File: config.mk
export PLATFORM = sky130hd
export DESIGN_NAME = max_pool_2x2
export DESIGN_NICKNAME = d
export VERILOG_FILES = /design/src/rtl/max_pool_2x2.sv
export SDC_FILE = /design/constraint.sdc
export NUM_CORES = 1
export LEC_CHECK = 0
export CORE_UTILIZATION = 56
export DETAILED_ROUTE_END_ITERATION = 7
export GPL_ROUTABILITY_DRIVEN = 0
export GPL_TIMING_DRIVEN = 0
export HOLD_SLACK_MARGIN = 0.02
export PLACE_DENSITY_LB_ADDON = 0.12
export SYNTH_ARGS = -nofsm -noshare
export SYNTH_HDL_FRONTEND = slang
export SYNTH_SLANG_ARGS = --single-unit
File: constraint.sdc
create_clock -name clk -period 10.2 [get_ports clk]
set_input_delay 2.04 -clock clk [delete_from_list [all_inputs] [get_ports clk]]
set_output_delay 2.04 -clock clk [all_outputs]
set_load 0.1 [all_outputs]
File: src/rtl/max_pool_2x2.sv
// max_pool_2x2: streaming 2x2 stride-2 signed max pooling over a row pair fed one column per beat.
module max_pool_2x2 #(
  parameter int BIT_WIDTH = 32,
  parameter int IN_WIDTH  = 28,
  parameter int IN_HEIGHT = 28
) (
  input  logic                        clk,
  input  logic                        rst,
  input  logic                        en,
  input  logic signed [BIT_WIDTH-1:0] in1,
  input  logic signed [BIT_WIDTH-1:0] in2,
  output logic signed [BIT_WIDTH-1:0] out,
  output logic                        out_valid,
  output logic                        frame_done
);
  localparam int PAIRS = IN_HEIGHT / 2;
  localparam int CW = IN_WIDTH > 1 ? $clog2(IN_WIDTH) : 1;
  localparam int PW = PAIRS > 1 ? $clog2(PAIRS) : 1;
  localparam logic [CW-1:0] LAST_COL = CW'(IN_WIDTH - 1);
  localparam logic [CW-1:0] LAST_OUT = CW'(2 * (IN_WIDTH / 2) - 1);
  localparam logic [PW-1:0] LAST_PAIR = PW'(PAIRS - 1);
  logic [CW-1:0] col_q, col_d;
  logic [PW-1:0] pair_q, pair_d;
  logic signed [BIT_WIDTH-1:0] hold_q, hold_d, out_q, out_d, cm;
  logic valid_q, valid_d, done_q, done_d, fire, last;
  // An odd-width trailing column is even-indexed, so it neither loads hold nor fires.
  always_comb begin
    cm      = in1 > in2 ? in1 : in2;
    last    = col_q == LAST_COL;
    fire    = en & col_q[0];
    col_d   = en ? (last ? '0 : col_q + 1'b1) : col_q;
    pair_d  = (en & last) ? (pair_q == LAST_PAIR ? '0 : pair_q + 1'b1) : pair_q;
    hold_d  = (en & ~col_q[0] & ~last) ? cm : hold_q;
    out_d   = fire ? (hold_q > cm ? hold_q : cm) : out_q;
    valid_d = fire;
    done_d  = fire & (col_q == LAST_OUT) & (pair_q == LAST_PAIR);
  end
  always_ff @(posedge clk) begin
    if (rst) begin
      col_q   <= '0;
      pair_q  <= '0;
      hold_q  <= '0;
      out_q   <= '0;
      valid_q <= 1'b0;
      done_q  <= 1'b0;
    end else begin
      col_q   <= col_d;
      pair_q  <= pair_d;
      hold_q  <= hold_d;
      out_q   <= out_d;
      valid_q <= valid_d;
      done_q  <= done_d;
    end
  end
  assign out        = out_q;
  assign out_valid  = valid_q;
  assign frame_done = done_q;
endmodule
==> reports/qor.csv <==
stage,metric,value,unit
clocking,numCtsBuffers,9,
power,p_int,556,µW
clocking,cts_buffer_depth,2,
grt,grt_usage,0.299,
route,drt-total-wl,12.7,mm
clocking,clockRootBuffer,clkbuf_8,
grt,grt_antenna_before_repair,0,
worst_setup_path,crit_path_start,in2[31],
logic_synthesis,avgSynthCellArea,8.71,µm²
placement,portBuffers,98,
worst_setup_path,cp_slowest_cell,or4_1,
sta,tns,0,ns
clocking,clkSinkCount,75,
power,ir_drop,68.1,µV
status,status,"finished, final reports clean",
floorplanning,initial_utilization,0.575,
floorplanning,die_y,93.6,µm
clocking,post_cts_resized,0,
logic_synthesis,yosysUniqueCellTypes,39,
sta,tightest_slew,0.991,ns
route,routedWlPerCell,16.8,µm
placement,place_area,5810,µm²
floorplanning,placeableCoreArea,8180,µm²
clocking,path_clk_slew,0.08,ns
sta,finalSetupViolations,0,
worst_setup_path,path_cells,"clkdlybuf4s50_1, inv_1, ha_1, nand4_1, or4_1, nor3_2, a311oi_1, a211oi_4, buf_6, mux2i_1, ha_1, a21oi_1, nand2_1, a21o_1, o41a_1, nor3_1, or4_1, clkbuf_1, clkbuf_1, o211ai_1",
floorplanning,dieArea,8760,µm²
power,leakagePower,2.51,nW
power,p_seq_frac,0.374,
layout,drive_above_1_share,0.0322,
sta,skew,0.0124,ns
route,drt_iter0_drc,191,
power,p_per_area,145,nW/µm²
route,first_pass_iters,5,
worst_setup_path,worst_setup_path_end_kind,register,
grt,grt_overflow,0,
route,viasPerCell,6.06,
logic_synthesis,ys_ff_latch,75,
floorplanning,io_pins,101,
power,switching_power,320,µW
power,swShare,0.365,
flow_run,max-cap-violations,0,
placement,hpwl,9.66,mm
power,pwr-share-comb,0.334,
route,ant_nets,0,
logic_synthesis,ys_warn_count,0,
worst_setup_path,required,10.41,ns
worst_setup_path,critPathArrivalTime,8.06,ns
sta,clock.fmax,127,MHz
floorplanning,rows,33,
layout,diodes,0,
grt,grt_max_degree,14,
route,dr_total_vias,4584,
worst_setup_path,path_class,in2reg,
power,clkPwrFrac,0.291,
min_path,hp-start,out[27],
layout,nets,780,
clocking,cts_setup_buffers,0,
floorplanning,die_w,93.6,µm
route,drcViolationCount,0,
logic_synthesis,ys_seq_area_frac,0.320,
sta,fin_crit_sh,0.770,
sta,drv_slew,0,
min_path,min_path_type,reg2reg,
clocking,clock_latency,0.36,ns
grt,grt_pass1_vias,4396,
logic_synthesis,synthesis.area,4700,µm²
sta,max-slew-margin-rel,0.337,
worst_setup_path,slowest_delay,0.64,ns
logic_synthesis,postSynthCellCount,539,
clocking,tritoncts,built,
sta,finalHoldViolCount,0,
clocking,htreeDepth,3,
layout,area_growth,28.2,%
sta,final.min_clock_period,7.85,ns
logic_synthesis,syn_nets,671,
sta,rsz0062_at_grt,no,
worst_setup_path,timing.rr.start,hold_q[14],
worst_setup_path,critPathMaxFanout,10,
layout,final_area,6020,µm²
worst_setup_path,critPathLaunchType,primary input,
grt,grt_pass1_wl,20.5,mm
clocking,holdBufCountCts,0,
## per-layer routing
layer  vias up  track usage  wire length, µm
met3        22       0.0423              816
li1       2228            -                -
met5         -            0                0
met1      2168        0.367             5400
met4         0        0.109              230
met2       166        0.528             6250
## cell usage after synthesis, drive strengths merged
cell type	number	share of area
dfxtp	75	0.32
o211ai	66	0.11
ha	65	0.17
nand2	49	0.039
nor2	45	0.036
inv	35	0.028
a211oi	34	0.057
mux2i	34	0.072
a21oi	31	0.033
clkbuf	30	0.024
nand4	15	0.020
nand3	7	0.0075
nor3	7	0.0085
a21o	6	0.0096
o21ai	6	0.0064
nor2b	4	0.0053
buf	3	0.0072
o21a	3	0.0048
or4	3	0.0048
a221oi	2	0.0037
a311oi	2	0.0037
and3	2	0.0027
a2111o	1	0.0024
a2111oi	1	0.0019
a22oi	1	0.0016
a2bb2oi	1	0.0019
a31oi	1	0.0013
and3b	1	0.0019
and4b	1	0.0021
nand2b	1	0.0013
nand4b	1	0.0019
nor3b	1	0.0016
nor4	1	0.0013
o211a	1	0.0021
o221a	1	0.0024
o41a	1	0.0024
xor2	1	0.0019
## power groups by stage
stage | Combinational [mW] | Clock, mW | Sequential (mW)
6_report | 0.293 | 0.255 | 0.328
3_3_place_gp | 0.281 | 0 | 0.333
3_5_place_dp | 0.288 | 0 | 0.334
2_1_floorplan | 0.145 | 0 | 0.386
4_1_cts | 0.291 | 0.255 | 0.328
5_1_grt | 0.315 | 0.268 | 0.330
## kinds of logic after synthesis
family          synth area share
flops                      0.320
fa+ha+maj                  0.173
compound gates             0.240
simple gates               0.134
buf+inv                   0.0591
mux                       0.0725
xor+xnor                 0.00187
## final cells by class
| type | count | area [µm²] |
|---|---|---|
| multi-input cells | 396 | 2920 |
| inverters | 35 | 131 |
| well taps | 105 | 131 |
| plain buffers | 33 | 146 |
| repair buffers | 98 | 981 |
| flip-flops and latches | 75 | 1500 |
| fillers | 629 | 2150 |
| clock inverters | 6 | 90.1 |
| clock buffers | 9 | 124 |
## layout by cell type (no fill, tap or decap), drive strengths merged, types with 3 or more instances in the layout
cell type / netlist / routed
clkdlybuf4s50: 0 / 98
dfxtp: 75 / 75
o211ai: 66 / 66
ha: 65 / 65
nand2: 49 / 49
nor2: 45 / 45
clkbuf: 30 / 39
inv: 35 / 36
mux2i: 34 / 34
a211oi: 34 / 34
a21oi: 31 / 31
nand4: 15 / 15
nand3: 7 / 7
nor3: 7 / 7
o21ai: 6 / 6
a21o: 6 / 6
nor2b: 4 / 4
o21a: 3 / 3
or4: 3 / 3
buf: 3 / 3
## through the flow
step | util | setup WS [ns] | std cells | hold slack (ns) | total power, mW
CTS | 0.737 | 2.43 | 757 | 0.484 | 0.873
detailed placement | 0.711 | 2.11 | 742 | 0.465 | 0.623
global placement | 0.711 | 2.20 | 742 | 0.461 | 0.614
floorplan | - | 3.67 | 539 | 0.469 | 0.531
global route | 0.737 | 2.08 | 757 | 0.509 | 0.914
finish | 0.737 | 2.35 | 757 | 0.482 | 0.876
## state kept, by name, summed over array words and instances, names as in the netlist
register / count
out: 32
pair_q: 4
hold_q: 32
out_valid: 1
col_q: 5
frame_done: 1
## path summary, 6_finish.rpt
check | to | slack, ns | cells after the start
max | out[14] | 2.35 | 20
max reg2reg | out[14] | 6.85 | 10
min | out[27] | 0.48 | 2
min reg2reg | out[27] | 0.48 | 2
## critical path: cells and delay by family
family | cells | cell delay [ns]
buffers and inverters | 5 | 1.51
adders and majority gates | 2 | 0.64
AOI/OAI and AO/OA | 6 | 1.57
muxes | 1 | 0.35
and+or+nand+nor | 6 | 1.93
Note: power is estimated with default switching activity, not from simulation.
==> variant (config.mk and constraints unchanged) <==
Put one more register stage on the output `out`. The value now appears one clock later. The other outputs are not delayed to match.
--- a/src/rtl/max_pool_2x2.sv
+++ b/src/rtl/max_pool_2x2.sv
@@ -52,7 +52,9 @@
       done_q  <= done_d;
     end
   end
-  assign out        = out_q;
+  always_ff @(posedge clk) begin
+    out <= out_q;
+  end
   assign out_valid  = valid_q;
   assign frame_done = done_q;
 endmodule
Behaviour: not the same (Yosys sat finds a counterexample within 4 cycles, from zero or initial values and one cycle with rst high).
==> variant against the original RTL <==
Combinational power is 65% higher; via count is 63% higher; setup slack worse by 0.0026 ns; total power is 48% higher; design area is 58% higher; synthesized cell count is 63% higher; sequential cell count is 32 higher; wire length is 78% higher; area after synthesis is 71% higher; non-clock buffer count is 45 higher; critical path depth is 1 lower.
==> variant: results (changes against the original RTL) <==
dp_hpwl_um: 16400  # +70%
grt_use_met1_pct: 40.86  # +4.1 points
min_to: "out[8]$_DFF_P_"
synth_compound_area_share_pct: 40.46  # +16 points
vias: 7484  # +63%
synth_cell_type_count: 59  # +51%
ir_drop_uv: 104.8  # +54%
place_area_um2: 9216  # +59%
viasPerCell: 6.391  # +5.5%
status: "complete, no violations"
r2r-end: "out_q[1]$_SDFFE_PP0P_"
switchingPower_uw: 477.6  # +49%
pre_cts_ws_ns: 2.237  # +0.1279 ns
use_met2_pct: 50.53  # -2.2 points
grt.total_usage_pct: 31.06  # +1.2 points
dp.cells: 1155  # +56%
arrival_ns: 8.07  # about the same
p_leak_uw: 0.003732  # +49%
synthTopCellsByArea: "dfxtp_1 (27%), a2111oi_4 (10%), ha_1 (10%), o41ai_2 (5.5%), nand2_1 (5.3%)"
muxShareOfSynthArea_pct: 0.2499  # -7.0 points
synth_xor_xnor_area_share_pct: 0.1093  # -0.077 points
drive_above_1_share_pct: 14.73  # +12 points
routedLengthMet1_um: 9928  # +84%
period_needed_ns: 7.854  # +0.002610 ns
wl_met2_um: 10360  # +66%
relSlewSlack_pct: 28.91  # -4.8 points
drt_iter0_markers: 533  # +180%
r2r-start: "hold_q[5]$_SDFFE_PP0P_"
fill_cells: 1164  # +85%
layout.nets: 1118  # +43%
whs_ns: 0.3480  # -0.1336 ns
==> variant: cell types whose count changed in the layout (fill, tap and decap cells not counted), sizes merged, moves of 5 or more <==
cell / unedited run / this run
buf: 3 / 20
clkbuf: 39 / 68
mux2i: 34 / 2
o41ai: 0 / 32
o21ai: 6 / 11
o22ai: 0 / 32
nor3b: 1 / 33
a21oi: 31 / 64
a2111oi: 1 / 32
nand2: 49 / 114
dfxtp: 75 / 107
nor2: 45 / 74
a21boi: 0 / 32
==> variant: area by class of cell <==
class,instances,share of cell area [%]
plain buffers,78,3.509
clock buffers,10,2.510
flip-flops and latches,107,22.50
repair buffers,98,10.30
well taps,180,2.366
inverters,39,1.538
multi-input cells,653,56.59
clock inverters,6,0.6834
==> variant: cells by family (layout without fill, tap and decap cells) <==
| family | after synthesis | count (layout) |
|---|---|---|
| muxes | 2 | 2 |
| DFF | 107 | 107 |
| adders and majority gates | 65 | 65 |
| buffers and inverters | 117 | 231 |
| xor gates and xnor gates | 1 | 1 |
| and+or+nand+nor | 268 | 268 |
| AOI/OAI and AO/OA | 317 | 317 |
==> variant: worst max-delay path, stage by stage <==
cell             delay, ns
clkdlybuf4s50_1       0.59
inv_1                 0.10
ha_1                  0.36
nand4_2               0.19
nor4_4                0.58
nor3b_2               0.49
buf_2                 0.39
o41ai_2               0.14
a2111oi_4             0.41
ha_1                  0.34
nand4_1               0.17
inv_1                 0.06
a221oi_1              0.45
nor3_2                0.12
nor4_1                0.88
or4_1                 0.23
buf_2                 0.20
buf_6                 0.21
o211ai_2              0.09
==> variant: power by group through the flow <==
stage                     clock network (uW)  registers [uW]  logic, uW
final                                    350             464        482
after global routing                     369             467        518
after global placement                     0             472        467
after CTS                                353             463        477
after detailed placement                   0             472        474
after floorplan                            0             524        286
